==> config.mk <==
export PLATFORM = sky130hd
export DESIGN_NAME = mem_port_arbiter_flat
export DESIGN_NICKNAME = d
export VERILOG_FILES = /design/src/rtl/mem_port_arbiter_if.sv /design/src/rtl/mem_port_arbiter.sv /design/src/flat_wrapper.sv
export SDC_FILE = /design/constraint.sdc
export NUM_CORES = 1
export LEC_CHECK = 0
export ABC_AREA = 0
export CAP_MARGIN = 10
export CORE_MARGIN = 2
export CORE_UTILIZATION = 35
export DETAILED_ROUTE_END_ITERATION = 8
export PLACE_DENSITY = 0.8
export SYNTH_ARGS = -nofsm -noshare
export SYNTH_HDL_FRONTEND = slang
export SYNTH_SLANG_ARGS = --single-unit
==> constraint.sdc <==
create_clock -name clk -period 2.57 [get_ports clk]
set_clock_uncertainty 0.1 [all_clocks]
set_input_delay 0.3855 -clock clk [delete_from_list [all_inputs] [get_ports clk]]
set_output_delay 0.3855 -clock clk [all_outputs]
set_load 0.05 [all_outputs]
==> src/rtl/mem_port_arbiter_if.sv <==
// mem_port_arbiter_if: requester, memory and status signals of the shared
// 16-bit memory port. The slave modport is the arbiter's view; the master
// modport is the view of the requesters and memory macro around it.
interface mem_port_arbiter_if;
  logic        i_req;
  logic [15:0] i_addr;
  logic        i_done;
  logic [15:0] i_rdata;
  logic        d_req;
  logic        d_wr;
  logic [15:0] d_addr;
  logic [15:0] d_wdata;
  logic        d_done;
  logic [15:0] d_rdata;
  logic        mem_en;
  logic        mem_wr;
  logic [15:0] mem_addr;
  logic [15:0] mem_wdata;
  logic [15:0] mem_rdata;
  logic        busy;

  modport slave (
    input  i_req, i_addr, d_req, d_wr, d_addr, d_wdata, mem_rdata,
    output i_done, i_rdata, d_done, d_rdata,
    output mem_en, mem_wr, mem_addr, mem_wdata, busy
  );

  modport master (
    output i_req, i_addr, d_req, d_wr, d_addr, d_wdata, mem_rdata,
    input  i_done, i_rdata, d_done, d_rdata,
    input  mem_en, mem_wr, mem_addr, mem_wdata, busy
  );
endinterface

==> src/rtl/mem_port_arbiter.sv <==
// mem_port_arbiter: shares one 16-bit memory port between instruction fetch
// and data load/store. One request is latched at a time, held on the memory
// for LAT cycles (legal 1..15), then a one-cycle done pulse goes to the owner.
// Optional feature: define MEM_ARB_ROUND_ROBIN_EN to alternate conflict
// grants; otherwise data has fixed priority.
module mem_port_arbiter #(
  parameter int unsigned LAT = 1
) (
  input  logic               clk,
  input  logic               rst,
  mem_port_arbiter_if.slave  bus
);

  typedef enum logic [1:0] {
    IDLE   = 2'd0,
    ACCESS = 2'd1,
    DONE   = 2'd2
  } state_t;

  state_t      state;
  state_t      state_nx;
  logic [3:0]  cnt;
  logic        own_d;
  logic        wr_q;
  logic [15:0] addr_q;
  logic [15:0] wdata_q;
  logic [15:0] irdata_q;
  logic [15:0] drdata_q;
  logic        grant;
  logic        grant_d;

  assign grant = bus.i_req | bus.d_req;

`ifdef MEM_ARB_ROUND_ROBIN_EN
  logic last_d;

  // Conflict goes to whoever did not own the previous grant
  always_comb begin
    grant_d = bus.d_req;
    if (bus.i_req && bus.d_req) begin
      grant_d = ~last_d;
    end
  end

  // Remember the owner of every grant; reset value means "instruction"
  always_ff @(posedge clk or posedge rst) begin
    if (rst) begin
      last_d <= 1'b0;
    end else if (state == IDLE && grant) begin
      last_d <= grant_d;
    end
  end
`else
  // Fixed priority: data always wins a conflict
  always_comb begin
    grant_d = bus.d_req;
  end
`endif

  // State register
  always_ff @(posedge clk or posedge rst) begin
    if (rst) begin
      state <= IDLE;
    end else begin
      state <= state_nx;
    end
  end

  // Next state and state-decoded outputs; mem_en drops with async reset
  // because it decodes the state register directly
  always_comb begin
    state_nx   = state;
    bus.mem_en = 1'b0;
    bus.mem_wr = 1'b0;
    bus.i_done = 1'b0;
    bus.d_done = 1'b0;
    bus.busy   = (state != IDLE);
    case (state)
      IDLE: begin
        if (grant) begin
          state_nx = ACCESS;
        end
      end
      ACCESS: begin
        bus.mem_en = 1'b1;
        bus.mem_wr = wr_q & own_d;
        if (cnt == '0) begin
          state_nx = DONE;
        end
      end
      DONE: begin
        bus.i_done = ~own_d;
        bus.d_done = own_d;
        state_nx   = IDLE;
      end
      default: begin
        state_nx = IDLE;
      end
    endcase
  end

  // Request latching, latency countdown and read-data capture
  always_ff @(posedge clk or posedge rst) begin
    if (rst) begin
      cnt      <= '0;
      own_d    <= 1'b0;
      wr_q     <= 1'b0;
      addr_q   <= '0;
      wdata_q  <= '0;
      irdata_q <= '0;
      drdata_q <= '0;
    end else begin
      case (state)
        IDLE: begin
          if (grant) begin
            own_d  <= grant_d;
            wr_q   <= grant_d & bus.d_wr;
            addr_q <= grant_d ? bus.d_addr : bus.i_addr;
            cnt    <= 4'(LAT - 1);
            if (grant_d) begin
              wdata_q <= bus.d_wdata;
            end
          end
        end
        ACCESS: begin
          if (cnt != '0) begin
            cnt <= cnt - 4'd1;
          end else if (!wr_q) begin
            if (own_d) begin
              drdata_q <= bus.mem_rdata;
            end else begin
              irdata_q <= bus.mem_rdata;
            end
          end
        end
        default: begin
        end
      endcase
    end
  end

  assign bus.mem_addr  = addr_q;
  assign bus.mem_wdata = wdata_q;
  assign bus.i_rdata   = irdata_q;
  assign bus.d_rdata   = drdata_q;

endmodule

==> src/flat_wrapper.sv <==
// flat-port wrapper written by rule: the top's interface ports become plain ports
module mem_port_arbiter_flat 
#(
  parameter int unsigned LAT = 1
)
  (clk, rst, bus_i_req, bus_i_addr, bus_d_req, bus_d_wr, bus_d_addr, bus_d_wdata, bus_mem_rdata, bus_i_done, bus_i_rdata, bus_d_done, bus_d_rdata, bus_mem_en, bus_mem_wr, bus_mem_addr, bus_mem_wdata, bus_busy);
  mem_port_arbiter_if bus_i ();
  input  logic clk;
  input  logic rst;
  input wire logic [$bits(bus_i.i_req)-1:0] bus_i_req;
  input wire logic [$bits(bus_i.i_addr)-1:0] bus_i_addr;
  input wire logic [$bits(bus_i.d_req)-1:0] bus_d_req;
  input wire logic [$bits(bus_i.d_wr)-1:0] bus_d_wr;
  input wire logic [$bits(bus_i.d_addr)-1:0] bus_d_addr;
  input wire logic [$bits(bus_i.d_wdata)-1:0] bus_d_wdata;
  input wire logic [$bits(bus_i.mem_rdata)-1:0] bus_mem_rdata;
  output wire logic [$bits(bus_i.i_done)-1:0] bus_i_done;
  output wire logic [$bits(bus_i.i_rdata)-1:0] bus_i_rdata;
  output wire logic [$bits(bus_i.d_done)-1:0] bus_d_done;
  output wire logic [$bits(bus_i.d_rdata)-1:0] bus_d_rdata;
  output wire logic [$bits(bus_i.mem_en)-1:0] bus_mem_en;
  output wire logic [$bits(bus_i.mem_wr)-1:0] bus_mem_wr;
  output wire logic [$bits(bus_i.mem_addr)-1:0] bus_mem_addr;
  output wire logic [$bits(bus_i.mem_wdata)-1:0] bus_mem_wdata;
  output wire logic [$bits(bus_i.busy)-1:0] bus_busy;
  assign bus_i.i_req = bus_i_req;
  assign bus_i.i_addr = bus_i_addr;
  assign bus_i.d_req = bus_d_req;
  assign bus_i.d_wr = bus_d_wr;
  assign bus_i.d_addr = bus_d_addr;
  assign bus_i.d_wdata = bus_d_wdata;
  assign bus_i.mem_rdata = bus_mem_rdata;
  assign bus_i_done = bus_i.i_done;
  assign bus_i_rdata = bus_i.i_rdata;
  assign bus_d_done = bus_i.d_done;
  assign bus_d_rdata = bus_i.d_rdata;
  assign bus_mem_en = bus_i.mem_en;
  assign bus_mem_wr = bus_i.mem_wr;
  assign bus_mem_addr = bus_i.mem_addr;
  assign bus_mem_wdata = bus_i.mem_wdata;
  assign bus_busy = bus_i.busy;
  mem_port_arbiter #(.LAT(LAT)) u_core (.clk(clk), .rst(rst), .bus(bus_i));
endmodule
==> results by group <==
Run status
  • Run status: finished clean

Setup path
  • Reg2Reg Setup Slack: between 0.2 and 0.25 ns
  • CP startpoint kind: register
  • Critical R2R Capture: u_core.bus.i_rdata[0]$_DFFE_PP0P_
  • Crit-path slowest cell: or4_4
  • Critical path fanouts, max: 16
  • Critical R2R Launch: u_core.cnt[0]$_DFFE_PP0P_
  • Critical-path cell list: inv_1 > ha_1 > or3b_4 > or4_4 > mux2_4
  • Critical Path End Type: register
  • Worst path max stage delay: about 0.65 ns
  • Crit-path leading delay family: simple AND/OR/NAND/NOR gates
  • Number of buffers and inverters on the critical path: 1
  • R2R cell count: 5
  • Required @ worst endpoint: 2.69 ns
  • Setup CP Type: reg -> reg
  • Worst path arrival time: around 2.5 ns

Clock network
  • Max Root-Sink Buffers: 2
  • Clk root buf: clkbuf_8
  • Clk sink count: 72
  • CTS tree: yes
  • Total CTS buffers: 9
  • PostCTS Resize Cnt: 0
  • Worst-path clk slew: 0.08 ns
  • Clock Latency Late Sink: 0.34 ns
  • Htree depth: 3
  • Setup repair bufs after CTS: 0
  • Hold Buf Count CTS: 0

Global routing
  • First-pass GRT wire length: 12.2 mm
  • Initial antenna violation count: 0
  • Largest net degree at the start of global routing: 43
  • Grt ovf: 0
  • Vias in the first global route: 2450
  • Tot GR Track Use: between 15 and 20%

Logic synthesis
  • Syn Area/Cell: 13.8 µm²
  • Count of flip-flops with a built-in enable after synthesis: 0
  • Synth top area share: 59.7%
  • Register bit count reported by yosys: 72
  • Post-Synthesis Cells: between 200 and 250
  • Register area share after synthesis: 59.7%
  • Ys flop type: dfrtp_1
  • Mapped Nets: 289
  • Asr flop ratio synth: 100%
  • Area contributors post-synth: dfrtp_1 (60%), mux2_2 (14%), o21ai_0 (5.8%)
  • Synth Warn #: 0
  • Synthesized area: slightly above 0.003 mm²
  • Leading area contributor after synthesis: dfrtp_1
  • Distinct cells, synth: 35

Place
  • Dpl cell area: approximately 0.0045 mm²
  • Dpl ws: 0.226 ns
  • Port Buffers: 137
  • GPL Wtd Cong: roughly 0.77
  • Post-DP HPWL: between 5 and 6 mm
  • Dpl cells: around 460

Floorplanning
  • Row cnt: 33
  • I/O pin count: 138
  • Die Area: 0.00938 mm²
  • Die height: 96.8 µm
  • Core area: 0.00830 mm²
  • Die extent in x: between 90 and 100 µm
  • Starting density of the core: between 30% and 40%

Timing
  • Tmin final: between 2 and 2.5 ns
  • WHS: 0.342 ns
  • Post-route setup TNS: 0 ns
  • Slew Limit Fails: 0
  • Final worst-path cycle share: 91.6%
  • RSZ-0062 raised after global routing: false
  • Fin worst setup slack: around 0.21 ns
  • Worst-Margin Slew: 0.542 ns
  • Setup violations, final: 0
  • Hold Vio Cnt, Final: 0
  • Max Fclk: around 420 MHz
  • Slew HR: between 60% and 70%

Drt
  • Drt first pass iters: 4
  • Initial DRC Count: 95
  • DR WL/cell: 15.5 µm
  • Via count of the routed design: about 2400
  • Detailed Route WL: 7.37 mm
  • DR DRC count: 0
  • Vias per cell: 4.96
  • Antenna Violating Nets Remaining: 0

Power and ir drop
  • PD cells: 1520 mW/mm²
  • Leak Pwr: 2.05 nW
  • Peak supply drop: between 0.6 and 0.7 mV

Layout
  • NumNets Final: 436
  • Layout cells sized above 1: 20.5%
  • Area Overhead vs Synth: 57.2%
  • ANT cells: 0
  • Fin cells: 475
  • Post-route design area: 0.00474 mm²

Job
  • # Max-Cap Violations: 0

Min path
  • Hold Crit Class: in -> async
## synth_stat cells (all sizes together), types with 2 or more instances
cell and instances:
ha 2, clkbuf 4, o21ai 36, mux2 48, mux2i 16, buf 6, nor2 4, nor3b 2
dfrtp 72, inv 5, nand3 2, or4 2, nor3 2, nand2 2
## state kept, by name, summed over array words and instances (netlist names)
signal / flops
u_core.bus.d_rdata: 16
u_core.bus.i_rdata: 16
u_core.bus.mem_addr: 16
u_core.bus.mem_wdata: 16
u_core.cnt: 4
u_core.own_d: 1
u_core.state: 2
u_core.wr_q: 1
## area by class of cell
class | count | area [µm²]
Timing Repair Buffer | 146 | 1440
Multi-Input combinational cell | 130 | 1130
Clock buffer | 12 | 145
Inverter | 6 | 22.5
Clock inverter | 4 | 77.6
Sequential cell | 72 | 1800
Fill cell | 718 | 3560
Tap cell | 105 | 131
## through the flow
step                      utilization, %  total power, W
after floorplan                        -         0.00479
after global placement              54.4         0.00617
after detailed placement            54.4         0.00626
after CTS                           57.1         0.00726
after global routing                57.1         0.00752
final                               57.1         0.00719
## worst max path at each step
stage	startpoint	endpoint	slack, ns	cells after the start
after floorplan	rst	u_core.bus.d_rdata[0]$_DFFE_PP0P_	0.26	1
after global placement	u_core.cnt[0]$_DFFE_PP0P_	u_core.bus.i_rdata[8]$_DFFE_PP0P_	0.32	5
after detailed placement	u_core.cnt[0]$_DFFE_PP0P_	u_core.bus.i_rdata[3]$_DFFE_PP0P_	0.23	5
after CTS	u_core.state[1]$_DFFE_PP0P_	bus_mem_en	0.05	3
after global routing	u_core.cnt[0]$_DFFE_PP0P_	u_core.bus.i_rdata[4]$_DFFE_PP0P_	0.14	5
final	u_core.cnt[0]$_DFFE_PP0P_	u_core.bus.i_rdata[0]$_DFFE_PP0P_	0.21	5
## cells in the final DEF (no fill, tap or decap), drive strengths merged, types with 3 or more instances in the layout
cell type / n
o21ai: 36
clkdlybuf4s50: 134
inv: 5
clkbuf: 12
buf: 11
mux2i: 16
dfrtp: 72
nor2: 4
clkinv: 3
mux2: 48
## cell families (layout without fill, tap and decap cells)
group | after synthesis | count (layout) | share of synthesized area, %
fa+ha+maj | 2 | 2 | 0.829
simple gates | 21 | 21 | 4.31
mux | 64 | 64 | 24.5
buf+inv | 16 | 168 | 2.90
flops | 72 | 72 | 59.7
compound gates | 43 | 43 | 7.76
## worst reg2reg max path, delay by kind of cell, from the launching register on
| family | cells | cell delay (ns) |
|---|---|---|
| buf+inv | 1 | 0.12 |
| flops | 1 | 0.38 |
| fa+ha+maj | 1 | 0.22 |
| simple gates | 2 | 1.06 |
| mux | 1 | 0.36 |
## per-layer routing
| layer | track usage (%) | share of wire [%] |
|---|---|---|
| met1 | 19.7 | 42 |
| met2 | 26.2 | 47 |
| met3 | 6.58 | 9.1 |
| met4 | 5.53 | 1.5 |
| met5 | 0 | 0 |
## power by group
part	total [W]	internal [W]	switching (W)
Clock	0.000982	0.000578	0.000405
Sequential	0.00198	0.00168	0.000299
Combinational	0.00423	0.00157	0.00265
Power figures use the tool's default switching activity.
